$ cat config.mk
export PLATFORM = sky130hd
export DESIGN_NAME = hpdmc_readbuf
export DESIGN_NICKNAME = d
export VERILOG_FILES = /design/src/rtl/hpdmc_readbuf.sv
export SDC_FILE = /design/constraint.sdc
export NUM_CORES = 1
export LEC_CHECK = 0
export ABC_CLOCK_PERIOD_IN_PS = 9600
export CAP_MARGIN = 20
export CELL_PAD_IN_SITES_DETAIL_PLACEMENT = 1
export CELL_PAD_IN_SITES_GLOBAL_PLACEMENT = 1
export CORE_UTILIZATION = 40
export DETAILED_ROUTE_END_ITERATION = 6
export PLACE_DENSITY_LB_ADDON = 0.1
export REMOVE_ABC_BUFFERS = 1
export SETUP_SLACK_MARGIN = 0.05
export SYNTH_ARGS = -nofsm -noshare
export SYNTH_HDL_FRONTEND = slang
export SYNTH_SLANG_ARGS = --single-unit
$ cat constraint.sdc
create_clock -name sys_clk -period 9.6 [get_ports sys_clk]
set_clock_uncertainty 0.05 [all_clocks]
set_input_delay 1.44 -clock sys_clk [delete_from_list [all_inputs] [get_ports sys_clk]]
set_output_delay 1.44 -clock sys_clk [all_outputs]
set_load 0.05 [all_outputs]
$ cat src/rtl/hpdmc_readbuf.sv
// hpdmc_readbuf: collects 64-bit DDR read beats into 4-beat burst slots and
// presents the head burst word-by-word to the scheduler.
module hpdmc_readbuf #(
  parameter int slot_depth = 2,
  parameter int burst_len  = 4
) (
  input  logic        sys_clk,
  input  logic        sdram_rst_n,
  input  logic        rd_valid,
  input  logic [63:0] rd_dat,
  input  logic        flush,
  input  logic        buffer_r_next,
  input  logic        buffer_r_nextburst,
  output logic [63:0] buffer_r_dat,
  output logic        burst_ready,
  output logic        full,
  output logic        overflow,
  output logic        underflow
);

  localparam int SLOT_W = $clog2(slot_depth);
  localparam int BEAT_W = $clog2(burst_len);
  localparam int CNT_W  = $clog2(slot_depth + 1);

  localparam logic [BEAT_W-1:0] LAST_BEAT = BEAT_W'(burst_len - 1);
  localparam logic [CNT_W-1:0]  CNT_FULL  = CNT_W'(slot_depth);

  // Burst storage; contents are meaningless until pointers say otherwise,
  // so no reset is needed.
  logic [63:0] mem_q [slot_depth][burst_len];

  logic [SLOT_W-1:0] wr_slot_q, wr_slot_d;
  logic [SLOT_W-1:0] rd_slot_q, rd_slot_d;
  logic [BEAT_W-1:0] wr_beat_q, wr_beat_d;
  logic [BEAT_W-1:0] rd_word_q, rd_word_d;
  logic [CNT_W-1:0]  count_q,   count_d;
  logic              overflow_q, overflow_d;
  logic              underflow_q, underflow_d;

  logic wr_fire, burst_done, rel, have_burst;

  // Next-state: write/read pointers, burst count and sticky error flags.
  always_comb begin
    wr_slot_d   = wr_slot_q;
    rd_slot_d   = rd_slot_q;
    wr_beat_d   = wr_beat_q;
    rd_word_d   = rd_word_q;
    count_d     = count_q;
    overflow_d  = overflow_q;
    underflow_d = underflow_q;

    have_burst = (count_q != '0);
    // full is judged on pre-edge state, so a release in the same cycle
    // does not make room for the incoming beat.
    wr_fire    = rd_valid && (count_q != CNT_FULL);
    burst_done = wr_fire && (wr_beat_q == LAST_BEAT);
    rel        = buffer_r_nextburst && have_burst;

    if (wr_fire) begin
      wr_beat_d = wr_beat_q + BEAT_W'(1);
      if (burst_done) wr_slot_d = wr_slot_q + SLOT_W'(1);
    end

    if (rel) begin
      rd_slot_d = rd_slot_q + SLOT_W'(1);
      rd_word_d = '0;
    end else if (buffer_r_next && have_burst) begin
      rd_word_d = rd_word_q + BEAT_W'(1);
    end

    count_d = count_q + (burst_done ? CNT_W'(1) : CNT_W'(0))
                      - (rel        ? CNT_W'(1) : CNT_W'(0));

    if (rd_valid && !wr_fire)                  overflow_d  = 1'b1;
    if (buffer_r_nextburst && !have_burst)     underflow_d = 1'b1;

    // Flush discards everything in flight but keeps the error history.
    if (flush) begin
      wr_slot_d = '0;
      rd_slot_d = '0;
      wr_beat_d = '0;
      rd_word_d = '0;
      count_d   = '0;
    end
  end

  // Pointer, count and flag registers.
  always_ff @(posedge sys_clk or negedge sdram_rst_n) begin
    if (!sdram_rst_n) begin
      wr_slot_q   <= '0;
      rd_slot_q   <= '0;
      wr_beat_q   <= '0;
      rd_word_q   <= '0;
      count_q     <= '0;
      overflow_q  <= 1'b0;
      underflow_q <= 1'b0;
    end else begin
      wr_slot_q   <= wr_slot_d;
      rd_slot_q   <= rd_slot_d;
      wr_beat_q   <= wr_beat_d;
      rd_word_q   <= rd_word_d;
      count_q     <= count_d;
      overflow_q  <= overflow_d;
      underflow_q <= underflow_d;
    end
  end

  // Beat capture into the slot currently being filled.
  always_ff @(posedge sys_clk) begin
    if (wr_fire && !flush) mem_q[wr_slot_q][wr_beat_q] <= rd_dat;
  end

  // Head word is read straight from the pointers; zero when nothing is held.
  always_comb begin
    buffer_r_dat = '0;
    if (count_q != '0) buffer_r_dat = mem_q[rd_slot_q][rd_word_q];
  end

  assign burst_ready = (count_q != '0);
  assign full        = (count_q == CNT_FULL);
  assign overflow    = overflow_q;
  assign underflow   = underflow_q;

endmodule

==> run metrics, run 1 <==
leading area contributor after synthesis edfxtp_1; CP Capture Type output port; Fin Hold WS 0.410 ns; Setup WS post-layout 3.90 ns; fraction of registers with async set/reset 1.92%; setup bufs post-CTS 0; I/O pin count 138; Post-Syn Area per Cell 17.6 µm²; Detailed Route Iter0 Violations 593; area taken by flip-flops and latches 15600 µm²; worst slew pin tran 1.07 ns; via count 11000; Clock Latency Late Sink 0.59 ns; Cell Pwr Density 266 nW/µm²; Worst path slowest cell dfrtp_4; post-synth cell types 32; status complete, no violations; minimum clock period 5.70 ns; crit start category register; Hold Vio Cnt, Final 0; Max Cap Viol 0; Die Wd 229 µm; Final Instance Area 24200 µm²; gr usage total 18.8%; Synth Area in Compound Gates 3.23%; CTS tree yes; number of global-route vias before repair 11600; routed wire length per instance 24.5 µm; Clock Sinks 522; Synth Cell Area 20600 µm²; Data required, critical path 8.11 ns; port bufs 137; slew margin rel. 28.4%; CTS buffer count 56; synth top area cells edfxtp_1, mux2i_1, nor3_1; crit-path cells inv_2, buf_4, o32ai_1, or3_1, clkdlybuf4s50_1; antenna viol nets, final 0; DP Area 22600 µm²; post-synth top area share 74.6%; RePlAce Congestion 0.701; post-place setup slack 4.53 ns; Reg2Reg Launch Point count_q[0]$_DFF_PN0_; area of the multi-input gates 4570 µm²; hold_buf cts 0; dpl hpwl 26100 µm; CTS root buf clkbuf_16; final wirelength 49400 µm; largest net degree at the start of global routing 127; Critical Path Source rd_slot_q$_DFFE_PN0P_; CP max FO 61; Row Count 82; maximum VDD drop 0.244 mV; Starting Density 40.8%; drt drc 0; flops & latches, synth 522; share of layout cells above drive strength 1 7.61%; fin. max-slew vios 0; H-tree depth 2; multiplexer share of the synthesized area 12.5%; Final period util 59.4%; main flop type after synthesis edfxtp_1; Static Leak 7.32 nW; Max Clk Rate 175 MHz; total power 6.45 mW; drt pass-1 iters 5; DR vias/cell 5.44; Setup Crit Path Kind reg -> out; cts repair resizes 0; Fill cells 4785; RSZ-0062 raised after global routing false; full die area 52400 µm²; total grt overflow 0; setup TNS 0 ns; Synth Area in Adders 0.364%; Post-Synth Simple-Gate Area 5.66%; clk buf depth 3; antenna violations before repair 3; area grow syn2layout 17.5%; main combinational cell family by area after synthesis multiplexers; first-pass GRT wire length 73700 µm; xor/xnor share of the synthesized area 0.127%; hold path startpoint overflow$_DFFE_PN0P_; Worst-path clk slew 0.06 ns; sequential area share after synthesis 75.8%; EDFF count, synth 512; worst min-delay path class reg -> reg; Die Height 229 µm; core area 50500 µm²; Slowest Stage Delay on Critical Path 1.01 ns; WP data arrival 4.21 ns; setup violators final 0; Synth Warn # 0; Synth Instances 1168; Final #Nets 1381
power breakdown:
group / internal (mW) / total (mW) / switching (mW) / leakage [nW]
Clock: 1.10 / 1.94 / 0.833 / 0.790
Combinational: 0.561 / 1.83 / 1.26 / 1.78
Sequential: 2.59 / 2.69 / 0.0932 / 4.75
path summary, 6_finish.rpt:
path,cells past startpoint,slack [ns],endpoint
max,5,3.90,buffer_r_dat[17]
min reg2reg,1,0.41,overflow$_DFFE_PN0P_
min,1,0.41,overflow$_DFFE_PN0P_
max in group asynchronous,1,7.94,rd_slot_q$_DFFE_PN0P_
max reg2reg,5,6.54,mem_q[0][151]$_DFFE_PP_
min in group asynchronous,1,1.15,overflow$_DFFE_PN0P_
registers in the layout (all words and copies together) (netlist names):
| register | cells |
|---|---|
| mem_q | 512 |
| count_q | 2 |
| rd_word_q | 2 |
| wr_beat_q | 2 |
| overflow | 1 |
| rd_slot_q | 1 |
| underflow | 1 |
| wr_slot_q | 1 |
critical path: cells and delay by family (launching register included):
| kind | cells | cell delay [ns] |
|---|---|---|
| DFF | 1 | 1.01 |
| buffers and inverters | 3 | 1.61 |
| and+or+nand+nor | 1 | 0.21 |
| AOI/OAI and AO/OA | 1 | 0.74 |
final cells by class:
type	instances	share of cell area [%]
clock inverters	22	0.522
multi-input cells	560	18.9
flip-flops and latches	522	64.5
well taps	672	3.47
clock buffers	72	6.12
repair buffers	157	6.35
diodes	1	0.0103
inverters	8	0.124
logic make-up (layout without fill, tap and decap cells):
kind of cell             Yosys count  count (layout)
adder cells (fa/ha/maj)            6               6
AO/OA/AOI/OAI                     79              79
other                              0               1
AND/OR/NAND/NOR                  215             215
flip-flops                       522             522
XOR/XNOR                           3               3
buffers and inverters             86             259
multiplexers                     257             257
cells in the final DEF, fill, tap and decap left out, drive strengths merged:
cell type,synthesis,layout
edfxtp,512,512
mux2i,256,256
clkdlybuf4s50,0,137
nor3,129,129
clkbuf,11,72
o32ai,64,64
or3,64,64
buf,67,20
clkinv,0,20
dfrtp,10,10
inv,8,9
nor2,6,6
and3,6,6
ha,6,6
o21ai,6,6
a21oi,5,5
nand3,3,3
nor2b,3,3
xnor2,2,2
a21o,2,2
diode,0,1
nand2b,1,1
o21bai,1,1
o211ai,1,1
xor2,1,1
or4b,1,1
mux2,1,1
nand2,1,1
or4,1,1
bufinv,0,1
per-layer routing:
layer / GRT usage [%] / share of wire [%] / vias to the layer above
li1: - / - / 4962
met1: 26.7 / 47 / 5738
met2: 30.4 / 47 / 192
met3: 3.14 / 3.6 / 65
met4: 4.29 / 1.5 / 2
met5: 0 / 0.018 / -
Yosys cell counts (all sizes together), types with 6 or more instances:
cell type,n
edfxtp,512
mux2i,256
nor3,129
buf,67
o32ai,64
or3,64
clkbuf,11
dfrtp,10
inv,8
and3,6
ha,6
nor2,6
o21ai,6
per-stage QoR:
stage	instances	utilization (%)
6_report	2014	48.0
5_1_grt	2014	48.0
4_1_cts	2012	48.0
3_5_place_dp	1918	44.8
3_3_place_gp	1918	44.8
2_1_floorplan	1090	-
Note: power is estimated with default switching activity, not from simulation.
==> inputs of run 2 (changes only) <==
Settings changed: ABC_CLOCK_PERIOD_IN_PS 9600 to 5770.
Clock period 9.6 ns to 5.77 ns, I/O delays scaled along.
==> run metrics, run 2 (synthesis results as in run 1) <==
clk buf depth 3 (unchanged); Max Cap Viol 0 (unchanged); CTS tree yes; port bufs 137 (unchanged); Final #Nets 1388 (+0.51%); WP data arrival 3.83 ns (-0.38 ns); RSZ-0062 raised after global routing false; RePlAce Congestion 0.699 (-0.23%); full die area 52400 µm² (unchanged); core area 50500 µm² (unchanged); Hold Vio Cnt, Final 0 (unchanged); combinational cell fraction of total power 28.8% (+0.5 points); routed wire length per instance 24.4 µm (-0.34%); slew margin rel. 27.4% (-0.99 points); Final period util 82.3%; number of global-route vias before repair 11700 (+0.64%); Clock Power Share 30.8% (+0.8 points); Clock Latency Late Sink 0.59 ns (about the same); Worst-path clk slew 0.06 ns (about the same); Antenna Cells 0 (-1); drt pass-1 iters 4 (-1); hold path startpoint underflow$_DFFE_PN0P_; fin. max-slew vios 0 (unchanged); setup bufs post-CTS 0 (unchanged); Detailed Route Iter0 Violations 583 (-1.7%); Cell Pwr Density 448 nW/µm² (+68%); CTS root buf clkbuf_16; I/O pin count 138 (unchanged); Die Height 229 µm (unchanged); Row Count 82 (unchanged); R2R depth 5 (unchanged); max FFs per register 512 (unchanged); worst min-delay path class reg -> reg; worst hold path cell count 1 (unchanged); Internal Power 7.29 mW (+71%); crit start category register; final wirelength 49400 µm (+0.10%); Setup Crit Path Kind reg -> out; dpl hpwl 26300 µm (+0.70%); most frequent cells in the layout edfxtp_1, mux2i_1, clkdlybuf4s50_1, nor3_1; antenna viol nets, final 0 (unchanged); area grow syn2layout 18.6%; Reg2Reg Launch Point count_q[0]$_DFF_PN0_; Clock Sinks 522 (unchanged); maximum VDD drop 0.237 mV (-2.9%); Largest Register mem_q; cts repair resizes 0 (unchanged); hold path endpoint underflow$_DFFE_PN0P_; Fin Hold WS 0.415 ns (+0.00473 ns); Max Clk Rate 211 MHz; hold_buf cts 0 (unchanged); switching power 3.65 mW (+67%); commonest non-fill, non-tap cell in the layout edfxtp_1; Static Leak 7.43 nW (+1.5%); Final Instance Area 24500 µm² (+0.96%); CP Capture Type output port; Placed Cells 1926 (+0.42%); reg2reg end mem_q[0][80]$_DFFE_PP_; DR vias/cell 5.43 (-0.18%); setup TNS 0 ns (unchanged); Die Wd 229 µm (unchanged); gr usage total 19.0% (+0.18 points); drt drc 0 (unchanged); worst slew pin tran 1.09 ns (+0.0120 ns); CTS buffer count 56 (unchanged); Starting Density 40.8% (unchanged); first-pass GRT wire length 74200 µm (+0.56%); H-tree depth 2 (unchanged); R2R Setup Slk 2.81 ns (-3.73 ns); status complete, no violations; Flop pwr share 40.4% (-1.3 points); via count 11000 (+0.26%); antenna violations before repair 2 (-1); DP Area 22700 µm² (+0.65%); total grt overflow 0 (unchanged); setup violators final 0 (unchanged); share of layout cells above drive strength 1 8.51% (+0.91 points); Non-Filler Instances 2023 (+0.45%); CP max FO 25 (-59%); Data required, critical path 4.85 ns (-3.26 ns); minimum clock period 4.75 ns; Sw Share 33.4% (-0.60 points); largest net degree at the start of global routing 77 (-39%)
[run 2: layout make-up]
type	instances	area, µm²
well taps	672	841
clock inverters	23	216
multi-input cells	560	4570
repair buffers	164	1670
flip-flops and latches	522	15600
clock buffers	74	1490
fillers	4752	26000
inverters	8	30.0
[run 2: power groups by stage]
stage,Clock [mW],Sequential (mW),Combinational [mW]
4_1_cts,3.47,4.42,3.21
3_5_place_dp,0,4.50,3.20
3_3_place_gp,0,4.49,3.19
2_1_floorplan,0,4.66,2.08
6_report,3.38,4.42,3.15
5_1_grt,3.60,4.44,3.33
[run 2: worst max path at each step]
| stage | cells past startpoint | start | slack, ns | endpoint |
|---|---|---|---|---|
| 6_report | 5 | count_q[1]$_DFF_PN0_ | 1.02 | buffer_r_dat[57] |
| 5_1_grt | 5 | count_q[1]$_DFF_PN0_ | 0.89 | buffer_r_dat[57] |
| 4_1_cts | 5 | count_q[1]$_DFF_PN0_ | 0.96 | buffer_r_dat[57] |
| 3_5_place_dp | 5 | count_q[1]$_DFF_PN0_ | 1.61 | buffer_r_dat[57] |
| 3_3_place_gp | 5 | count_q[1]$_DFF_PN0_ | 1.65 | buffer_r_dat[57] |
| 2_1_floorplan | 3 | rd_word_q[0]$_DFFE_PN0P_ | -4.27 | buffer_r_dat[0] |
[run 2: metal layers]
layer  routed length [µm]  part of all wire [%]  vias to the layer above  GRT usage [%]
li1                     -                     -                     4978              -
met1                22500                    45                     5747           25.8
met2                24200                    49                      189           31.6
met3                 1780                   3.6                       70           3.06
met4                  954                   1.9                        4           5.42
met5                   23                 0.047                        -              0
[run 2: worst max-delay path: stages (launching register included)]
cell	delay [ns]
dfrtp_1	0.51
o211ai_4	0.87
buf_4	0.53
o32ai_1	0.13
or3_1	0.44
clkdlybuf4s50_1	0.75
[run 2: metrics by stage]
stage,setup WS [ns],utilization (%),power [mW]
after floorplan,-4.27,-,6.75
after global placement,1.65,45.1,7.68
after detailed placement,1.61,45.1,7.70
after CTS,0.960,48.4,11.1
after global routing,0.890,48.4,11.4
final,1.02,48.4,10.9
